<file path="config.mk">
export PLATFORM = sky130hd
export DESIGN_NAME = vend_ctrl_param
export DESIGN_NICKNAME = d
export VERILOG_FILES = /design/src/rtl/vend_pkg.sv /design/src/rtl/vend_change_sel.sv /design/src/rtl/vend_ctrl_param.sv
export SDC_FILE = /design/constraint.sdc
export NUM_CORES = 1
export LEC_CHECK = 0
export CAP_MARGIN = 20
export CORE_ASPECT_RATIO = 0.6
export CORE_UTILIZATION = 46
export DETAILED_ROUTE_END_ITERATION = 6
export PLACE_DENSITY_LB_ADDON = 0.1
export SYNTH_ARGS = -nofsm -noshare
export SYNTH_HDL_FRONTEND = slang
export SYNTH_SLANG_ARGS = --single-unit
</file>
<file path="constraint.sdc">
create_clock -name clk -period 1.9 [get_ports clk]
set_input_delay 0.285 -clock clk [delete_from_list [all_inputs] [get_ports clk]]
set_output_delay 0.285 -clock clk [all_outputs]
set_load 0.005 [all_outputs]
</file>
<file path="src/rtl/vend_pkg.sv">
// Shared types and helpers for the parametrised vending controller.
//   coin_tbl_t   : packed per-denomination value table, entry [0] is the smallest coin
//   state_e      : controller state encoding
//   coin_value() : table lookup of a coin value
//   params_ok()  : elaboration-time legality check of a parameter set
package vend_pkg;

  localparam int unsigned MAX_COIN  = 8;
  localparam int unsigned VAL_W     = 8;
  localparam int unsigned MAX_SEL_W = $clog2(MAX_COIN);

  typedef logic [MAX_COIN-1:0][VAL_W-1:0] coin_tbl_t;

  // Default denominations {1,2,5}; unused upper entries are zero.
  localparam coin_tbl_t DEF_COIN_VAL = {8'd0, 8'd0, 8'd0, 8'd0, 8'd0, 8'd5, 8'd2, 8'd1};

  typedef enum logic [1:0] {
    COLLECT = 2'd0,
    VEND    = 2'd1,
    CHANGE  = 2'd2
  } state_e;

  function automatic logic [VAL_W-1:0] coin_value(input coin_tbl_t tbl,
                                                  input logic [MAX_SEL_W-1:0] sel);
    return tbl[sel];
  endfunction

  // Ascending values, smallest coin worth 1 (greedy termination), price within the ceiling,
  // ceiling representable in the credit register.
  function automatic bit params_ok(input coin_tbl_t tbl, input int unsigned num_coin,
                                   input int unsigned credit_w, input int unsigned price,
                                   input int unsigned max_credit);
    bit ok;
    ok = (num_coin >= 1) && (num_coin <= MAX_COIN) && (tbl[0] == VAL_W'(1)) &&
         (price >= 1) && (price <= max_credit) && (credit_w < 32) &&
         (max_credit < (32'd1 << credit_w));
    for (int unsigned i = 1; i < MAX_COIN; i++) begin
      if (i < num_coin && tbl[MAX_SEL_W'(i)] <= tbl[MAX_SEL_W'(i - 1)]) ok = 1'b0;
    end
    return ok;
  endfunction

endpackage

</file>
<file path="src/rtl/vend_change_sel.sv">
// Greedy change picker: largest denomination whose value does not exceed the credit.
//   credit_i    in  CREDIT_W  credit still to be returned
//   chg_sel_c_o out SEL_W     chosen denomination index (0 when nothing fits)
//   found_c_o   out 1         some denomination fits (credit > 0)
module vend_change_sel
  import vend_pkg::*;
#(
  parameter int unsigned NUM_COIN = 3,
  parameter int unsigned CREDIT_W = 4,
  parameter int unsigned SEL_W    = 2,
  parameter coin_tbl_t   COIN_VAL = DEF_COIN_VAL
) (
  input  logic [CREDIT_W-1:0] credit_i,
  output logic [SEL_W-1:0]    chg_sel_c_o,
  output logic                found_c_o
);

  // Ascending table: the last fitting entry in index order is the largest.
  always_comb begin
    chg_sel_c_o = '0;
    found_c_o   = 1'b0;
    for (int unsigned i = 0; i < NUM_COIN; i++) begin
      if (32'(coin_value(COIN_VAL, MAX_SEL_W'(i))) <= 32'(credit_i)) begin
        chg_sel_c_o = SEL_W'(i);
        found_c_o   = 1'b1;
      end
    end
  end

endmodule

</file>
<file path="src/rtl/vend_ctrl_param.sv">
// Parametrised vending controller: collects coins, vends at PRICE, then pays change
// (or refunds on cancel) one coin per dispenser handshake, largest coin first.
//   clk, reset       clock / synchronous active-high reset
//   coin_valid_i     coin strobe, coin_sel_i its denomination index
//   cancel_i         refund request (COLLECT only)
//   coin_accept_o    pulse: coin credited;  coin_reject_o pulse: coin returned
//   vend_o           pulse: release one product
//   chg_valid_o      change coin request, chg_sel_o its index, chg_ready_i dispenser ack
//   credit_o         current credit;  busy_o high in VEND or CHANGE
module vend_ctrl_param
  import vend_pkg::*;
#(
  parameter int unsigned NUM_COIN   = 3,
  parameter int unsigned CREDIT_W   = 4,
  parameter coin_tbl_t   COIN_VAL   = DEF_COIN_VAL,
  parameter int unsigned PRICE      = 7,
  parameter int unsigned MAX_CREDIT = 15,
  localparam int unsigned SEL_W     = (NUM_COIN > 1) ? $clog2(NUM_COIN) : 1
) (
  input  logic                clk,
  input  logic                reset,
  input  logic                coin_valid_i,
  input  logic [SEL_W-1:0]    coin_sel_i,
  input  logic                cancel_i,
  output logic                coin_accept_o,
  output logic                coin_reject_o,
  output logic                vend_o,
  output logic                chg_valid_o,
  output logic [SEL_W-1:0]    chg_sel_o,
  input  logic                chg_ready_i,
  output logic [CREDIT_W-1:0] credit_o,
  output logic                busy_o
);

  if (!params_ok(COIN_VAL, NUM_COIN, CREDIT_W, PRICE, MAX_CREDIT)) begin : g_bad_params
    $error("vend_ctrl_param: illegal NUM_COIN/COIN_VAL/PRICE/MAX_CREDIT/CREDIT_W");
  end

  state_e              state_q, state_d;
  logic [CREDIT_W-1:0] credit_q, credit_d;
  logic                coin_accept_q, coin_accept_d;
  logic                coin_reject_q, coin_reject_d;
  logic                vend_q, vend_d;
  logic                chg_valid_q, chg_valid_d;
  logic [SEL_W-1:0]    chg_sel_q, chg_sel_d;
  logic                busy_q, busy_d;
  logic [SEL_W-1:0]    pick_sel;
  logic                pick_found;
  logic [31:0]         sum_c;

  // Picker looks at the next credit so chg_sel is registered alongside the credit it serves.
  vend_change_sel #(
    .NUM_COIN (NUM_COIN),
    .CREDIT_W (CREDIT_W),
    .SEL_W    (SEL_W),
    .COIN_VAL (COIN_VAL)
  ) u_change_sel (
    .credit_i    (credit_d),
    .chg_sel_c_o (pick_sel),
    .found_c_o   (pick_found)
  );

  // State register and registered outputs.
  always_ff @(posedge clk) begin
    if (reset) begin
      state_q       <= COLLECT;
      credit_q      <= '0;
      coin_accept_q <= 1'b0;
      coin_reject_q <= 1'b0;
      vend_q        <= 1'b0;
      chg_valid_q   <= 1'b0;
      chg_sel_q     <= '0;
      busy_q        <= 1'b0;
    end else begin
      state_q       <= state_d;
      credit_q      <= credit_d;
      coin_accept_q <= coin_accept_d;
      coin_reject_q <= coin_reject_d;
      vend_q        <= vend_d;
      chg_valid_q   <= chg_valid_d;
      chg_sel_q     <= chg_sel_d;
      busy_q        <= busy_d;
    end
  end

  // Next-state, credit and pulse logic.
  always_comb begin
    state_d       = state_q;
    credit_d      = credit_q;
    coin_accept_d = 1'b0;
    coin_reject_d = 1'b0;
    vend_d        = 1'b0;
    // Wide sum so an oversize coin can never wrap below the ceiling.
    sum_c = 32'(credit_q) + 32'(coin_value(COIN_VAL, MAX_SEL_W'(coin_sel_i)));

    unique case (state_q)
      COLLECT: begin
        if (32'(credit_q) >= PRICE) begin
          state_d       = VEND;
          credit_d      = credit_q - CREDIT_W'(PRICE);
          vend_d        = 1'b1;
          coin_reject_d = coin_valid_i;
        end else if (cancel_i && credit_q != '0) begin
          state_d       = CHANGE;
          coin_reject_d = coin_valid_i;
        end else if (coin_valid_i) begin
          if (32'(coin_sel_i) >= NUM_COIN || sum_c > MAX_CREDIT) begin
            coin_reject_d = 1'b1;
          end else begin
            credit_d      = CREDIT_W'(sum_c);
            coin_accept_d = 1'b1;
          end
        end
      end
      VEND: begin
        coin_reject_d = coin_valid_i;
        state_d       = (credit_q != '0) ? CHANGE : COLLECT;
      end
      CHANGE: begin
        coin_reject_d = coin_valid_i;
        if (chg_valid_q && chg_ready_i) begin
          credit_d = credit_q - CREDIT_W'(coin_value(COIN_VAL, MAX_SEL_W'(chg_sel_q)));
          if (credit_d == '0) state_d = COLLECT;
        end
      end
      default: state_d = COLLECT;
    endcase

    chg_valid_d = (state_d == CHANGE) && pick_found;
    chg_sel_d   = (state_d == CHANGE) ? pick_sel : '0;
    busy_d      = (state_d != COLLECT);
  end

  assign coin_accept_o = coin_accept_q;
  assign coin_reject_o = coin_reject_q;
  assign vend_o        = vend_q;
  assign chg_valid_o   = chg_valid_q;
  assign chg_sel_o     = chg_sel_q;
  assign credit_o      = credit_q;
  assign busy_o        = busy_q;

endmodule

</file>
==> metrics.txt, run 1 <==
run status=finished, violations left; failing checks=negative setup slack; worst reg2reg path depth=10; Avg Cell Area, Syn=8.12 um2; die width=62.9 um; final hold viol count=0; Vias=1253; Worst Setup End Kind=flop; synthesized area=1020 um2; CTS Hold Bufs=0; GRT Util Overall=28.0%; Max Fanout on Critical Path=4; syn_nets=147; Initial DRC Count=123; # fillers=104; TritonRoute pass-1 iters=5; Hold WC Path Type=in2reg; Final setup viols=9; ys async rst share=0%; Syn. warnings=0; Commonest cells post-synth=dfxtp_1, ha_1, inv_1, nand2_1, a21oi_1; CTS Buffer Depth=2; vias in the first global route=1104; hold_sp=coin_sel_i[1]; Peak VDD IR=0.00107 V; sequential-to-total area share from yosys stat=25.4%; Synth area leaders=dfxtp_1, ha_1, a21oi_1; RR Endpoint=chg_sel_o[0]; Remaining DRCs=0; grt total ovfl=0; CTS Buf Count=3; post-route clock period utilization=115%; Final Core Density=85.8%; RePlAce Congestion=0.898; Synth Register Bits=13; Yosys cell types=39; initial antenna violation count=0; number of cells produced by synthesis=126; Die H=38.5 um; Worst setup startpoint=credit_o[0]; area leader, netlist=dfxtp_1; largest net degree at the start of global routing=9; first-pass GRT wire length=4970 um; Hold EP=coin_reject_o; unrepaired setup endpoints after global routing=yes; core area=1970 um2; share of the synthesized area in the top cell type=25.4%; Final Max Tran Viols=0; pwr dens=1610 nW/um2; dpl hpwl=2240 um; final setup margin=-0.282 ns; fmax=458 MHz; Area growth syn-to-layout=64.8%; crit path time final=2.18 ns; Nets=199; worst-margin pin slew=0.409 ns; I/O Pins=18; port bufs=17; WP data arrival=2.36 ns; max_cap viols=0; Reg clk slew, reported paths=0.06 ns; prevailing post-synth register cell=dfxtp_1; count leader, synth=dfxtp_1; TritonCTS clock tree=built; ratio of cells with drive above 1 in the final layout=41.2%; total power=2.71 mW; critical path startpoint category=flop; r2r setup slk=-0.28 ns; Max-slew headroom=72.7%; diode count=0; Hold Path Depth=5; Required @ worst endpoint=2.08 ns; die footprint=2420 um2; RR Startpoint=credit_o[0]; antenna viol nets, final=0; clock sinks=13; Leak=0.752 nW; initial core utilization=52.0%; clock skew=0.00233 ns; drt wl/cell=18.0 um; H-tree levels=1; WL final=3700 um; Root Buffer=clkbuf_8; WS Path Type=reg2reg; row count=12; later-pin clock latency in the skew report=0.24 ns; Vias/cell=6.11; number of synthesized flops with an enable pin=0
worst max-delay path, stage by stage (launching register included):
cell and delay, ns:
dfxtp_4 0.37, buf_4 0.15, ha_4 0.16, buf_4 0.15, nor2b_1 0.14, mux2i_1 0.17
o32ai_1 0.12, a222oi_1 0.43, buf_4 0.22, nand3_2 0.08, a21oi_2 0.11
layout by cell type (no fill, tap or decap), types with 2 or more instances in the layout:
cell	instances
buf_4	31
clkdlybuf4s50_1	15
nand2_1	10
inv_1	9
nor2_1	8
ha_1	8
dfxtp_1	8
a21oi_2	6
a21oi_1	6
nor2b_1	4
nand2b_1	4
a21o_1	4
ha_4	4
nor3_1	3
nand3b_1	3
dfxtp_2	3
clkbuf_8	3
nand2b_4	2
inv_2	2
nand3_1	2
o221ai_1	2
o21ai_0	2
dfxtp_4	2
dlygate4sd2_1	2
buf_6	2
worst max path at each step:
stage	end	slack, ns
after floorplan	busy_o	-0.07
final	chg_sel_o[0]	-0.28
after CTS	busy_o	-0.19
after global routing	chg_sel_o[0]	-0.36
after global placement	chg_sel_o[0]	-0.56
after detailed placement	chg_sel_o[0]	-0.63
layout make-up:
cell class                 count  area (um2)  area share, %
clock buffer                   3        41.3           2.45
sequential                    13         272           16.1
clock inverter                 1        5.00          0.297
timing repair buffer          50         423           25.1
tap                           28        35.0           2.08
multi-input combinational     98         863           51.2
inverter                      12        47.5           2.82
stage by stage:
| step | worst slack, ns | setup TNS, ns | instance area [um2] | hold slack (ns) | instances |
|---|---|---|---|---|---|
| after floorplan | -0.0712 | -0.136 | 1030 | 0.347 | 126 |
| after global placement | -0.562 | -3.07 | 1430 | 0.602 | 196 |
| after detailed placement | -0.634 | -3.36 | 1430 | 0.633 | 196 |
| after CTS | -0.188 | -0.770 | 1560 | 0.640 | 202 |
| after global routing | -0.355 | -1.88 | 1690 | 0.701 | 205 |
| final | -0.282 | -1.42 | 1690 | 0.665 | 205 |
routing by layer:
layer	share of wire (%)	track usage [%]	vias to the layer above
met4	4.0	8.14	0
met2	45	47.6	87
met1	42	34.6	591
li1	-	-	550
met5	0	0	-
met3	8.8	8.63	25
power by group:
part	internal, mW	switching, mW
Combinational	1.03	0.942
Sequential	0.369	0.123
Clock	0.145	0.104
sequential cells by signal, indices dropped and copies added (netlist names):
| signal | flops |
|---|---|
| coin_reject_o | 1 |
| vend_o | 1 |
| chg_valid_o | 1 |
| state_q | 2 |
| credit_o | 4 |
| busy_o | 1 |
| coin_accept_o | 1 |
| chg_sel_o | 2 |
repair_timing:
item / 4_1_cts / 5_1_grt
gates resized for setup: 19 / 20
buffers inserted: 2 / 3
setup endpoints to repair: 9 / 9
pin swaps: 8 / 10
kinds of logic (layout without fill, tap and decap cells):
logic type      after synthesis  count (layout)  share of synthesized area [%]
buf+inv                      15              66                           6.36
flops                        13              13                           25.4
mux                           1               1                          0.978
compound gates               33              33                           22.6
xor+xnor                      2               2                           1.71
simple gates                 48              48                           24.3
fa+ha+maj                    14              14                           18.6
Power figures use the tool's default switching activity.
==> inputs of run 2 (changes only) <==
--- a/config.mk
+++ b/config.mk
@@ -7,9 +7,10 @@
 export LEC_CHECK = 0
 export CAP_MARGIN = 20
 export CORE_ASPECT_RATIO = 0.6
-export CORE_UTILIZATION = 46
+export CORE_UTILIZATION = 47
 export DETAILED_ROUTE_END_ITERATION = 6
 export PLACE_DENSITY_LB_ADDON = 0.1
 export SYNTH_ARGS = -nofsm -noshare
 export SYNTH_HDL_FRONTEND = slang
+export SYNTH_HIERARCHICAL = 1
 export SYNTH_SLANG_ARGS = --single-unit
==> run 2 against run 1 <==
The flow still finishes with violations (negative setup slack). Clock skew is 0.0019 ns higher. Combinational power is 31% higher. Final area is 7.4% higher. Maximum frequency decreased by 19%. Critical path depth is 1 higher. Sequential share of layout area fell by 1.3 points. Synthesized area grew 6.5%. Total power rose by 21%. Critical endpoint unchanged. Largest cell class unchanged.
==> metrics.txt, run 2 <==
WP data arrival=2.89 ns; max_cap viols=0; run status=finished, violations left; worst-margin pin slew=0.428 ns; core area=2180 um2; fmax=370 MHz; area leader, netlist=dfxtp_1; Die H=39.3 um; clock skew=0.00421 ns; Final setup viols=11; Initial DRC Count=107; CTS Buffer Depth=2; Worst setup startpoint=credit_o[0]; clock sinks=13; WS Path Type=reg2reg; Root Buffer=clkbuf_8; GRT Util Overall=29.0%; failing checks=negative setup slack; synthesized area=1090 um2; Hold WC Path Type=in2reg; ratio of cells with drive above 1 in the final layout=43.2%; ys async rst share=0%; largest net degree at the start of global routing=12; CP endpoint=chg_sel_o[0]; antenna viol nets, final=0; share of the synthesized area in the top cell type=23.9%; CTS Buf Count=3; Vias=1237; Worst Setup End Kind=flop; syn_nets=153; Synth Register Bits=13; # fillers=134; Synth area leaders=dfxtp_1, ha_1, a21oi_1; final setup margin=-0.806 ns; first-pass GRT wire length=5240 um; drt wl/cell=16.6 um; Nets=214; Area growth syn-to-layout=66.2%; Max Fanout on Critical Path=4; Max-slew headroom=71.4%; Leak=0.850 nW; Syn. warnings=6; pwr dens=1810 nW/um2; most common cell after layout, fill and taps aside=buf_4; Layout Cells excl Fill=222; RR Startpoint=credit_o[0]; Vias/cell=5.57; Avg Cell Area, Syn=8.26 um2; Peak VDD IR=0.000867 V; row count=13; grt total ovfl=0; TritonRoute pass-1 iters=4; WL final=3690 um; crit path time final=2.71 ns; Final Max Tran Viols=0; worst reg2reg path depth=11; later-pin clock latency in the skew report=0.25 ns; dpl hpwl=2510 um; count leader, synth=nand2_1; RR Endpoint=chg_sel_o[0]; TritonCTS clock tree=built; Commonest cells post-synth=nand2_1, dfxtp_1, ha_1, a21oi_1, inv_1; sequential-to-total area share from yosys stat=23.9%; post-route clock period utilization=142%; Reg clk slew, reported paths=0.06 ns; dpl ws=-1.02 ns; initial antenna violation count=0; RePlAce Congestion=0.917; r2r setup slk=-0.81 ns; die width=64.2 um; number of cells produced by synthesis=132; H-tree levels=1; die footprint=2520 um2; max FFs per register=4; initial core utilization=50.0%; diode count=0; port bufs=17; Final Core Density=83.1%; most frequent cells in the layout=buf_4, clkdlybuf4s50_1, nand2_1, dfxtp_1; critical path startpoint category=flop; final hold viol count=0; Remaining DRCs=0; dpl cells=211; number of synthesized flops with an enable pin=0; vias in the first global route=1105; Yosys cell types=42; I/O Pins=18; prevailing post-synth register cell=dfxtp_1; unrepaired setup endpoints after global routing=yes; Required @ worst endpoint=2.08 ns
[run 2: changes by cell type in the layout (fill, tap and decap cells not counted), sizes merged, moves of 3 or more]
cell / change
buf: +10
a211oi: +3
o21ai: +4
a221o: +3
o2111ai: +3
nor3: -3
[run 2: metrics by stage]
step / hold WS (ns) / power (mW) / area, um2 / TNS [ns]
6_report: 0.697 / 3.28 / 1810 / -3.94
5_1_grt: 0.751 / 3.46 / 1810 / -4.48
4_1_cts: 0.697 / 3.01 / 1740 / -3.23
3_5_place_dp: 0.659 / 2.38 / 1550 / -4.80
3_3_place_gp: 0.632 / 2.30 / 1550 / -4.14
2_1_floorplan: 0.344 / 1.55 / 1100 / -1.70
[run 2: worst max-delay path, cell delays in order (launching register included)]
cell	delay [ns]
dfxtp_4	0.35
inv_4	0.06
ha_4	0.13
or3b_4	0.39
a221o_2	0.42
mux2i_2	0.22
a21o_1	0.19
nand2_2	0.08
or3b_1	0.40
a21oi_2	0.14
nand2_1	0.10
a211oi_2	0.14
[run 2: cell type report]
cell class / instances / area, um2 / area share [%]
tap: 30 / 37.5 / 2.07
sequential: 13 / 268 / 14.8
clock inverter: 1 / 5.00 / 0.276
timing repair buffer: 60 / 499 / 27.6
clock buffer: 3 / 41.3 / 2.28
multi-input combinational: 104 / 915 / 50.5
inverter: 11 / 46.3 / 2.56
[run 2: where the power goes]
| group | leakage, nW | switching, mW | total [mW] | internal, mW |
|---|---|---|---|---|
| Clock | 0.0255 | 0.117 | 0.262 | 0.145 |
| Sequential | 0.107 | 0.0611 | 0.432 | 0.370 |
| Combinational | 0.717 | 1.26 | 2.58 | 1.32 |
| Total | 0.850 | 1.44 | 3.28 | 1.84 |
[run 2: logic make-up (layout without fill, tap and decap cells)]
logic type / Yosys count / after routing / synth area share, %
flip-flops: 13 / 13 / 23.9
multiplexers: 4 / 4 / 4.25
XOR/XNOR: 3 / 3 / 2.41
AND/OR/NAND/NOR: 46 / 46 / 21.8
AO/OA/AOI/OAI: 37 / 37 / 24.2
buffers and inverters: 15 / 75 / 5.97
adder cells (fa/ha/maj): 14 / 14 / 17.5
[run 2: repair_timing]
action / CTS / global route
endpoints found under the setup margin: 10 / 11
resized for setup: 27 / 9
pin swaps: 15 / 10
hold buffers: 0 / 0
gates cloned: 0 / 0
buffers inserted: 3 / 4
[run 2: how the worst min path moves through the flow]
stage,start,endpoint,slack (ns),cells after the start
6_report,coin_valid_i,coin_reject_o,0.70,4
5_1_grt,state_q[1],state_q[1],0.75,2
4_1_cts,state_q[1],state_q[1],0.70,2
3_5_place_dp,state_q[1],state_q[1],0.66,2
3_3_place_gp,state_q[1],state_q[1],0.63,2
2_1_floorplan,reset,credit_o[1],0.34,1
[run 2: per-layer routing]
metal | share of wire (%) | routed length (um) | global-route usage (%) | up-vias
met1 | 45 | 1670 | 37.5 | 589
met4 | 0.84 | 31 | 4.44 | 0
li1 | - | - | - | 598
met2 | 48 | 1770 | 51.3 | 46
met3 | 5.8 | 215 | 6.40 | 4
met5 | 0 | 0 | 0 | -
==> inputs of run 3 (changes only) <==
--- a/config.mk
+++ b/config.mk
@@ -10,6 +10,7 @@
 export CORE_UTILIZATION = 47
 export DETAILED_ROUTE_END_ITERATION = 6
 export PLACE_DENSITY_LB_ADDON = 0.1
+export SLEW_MARGIN = 5
 export SYNTH_ARGS = -nofsm -noshare
 export SYNTH_HDL_FRONTEND = slang
 export SYNTH_HIERARCHICAL = 1
==> results of run 3 <==
Final layout, timing and power as in run 2 (identical DEF).
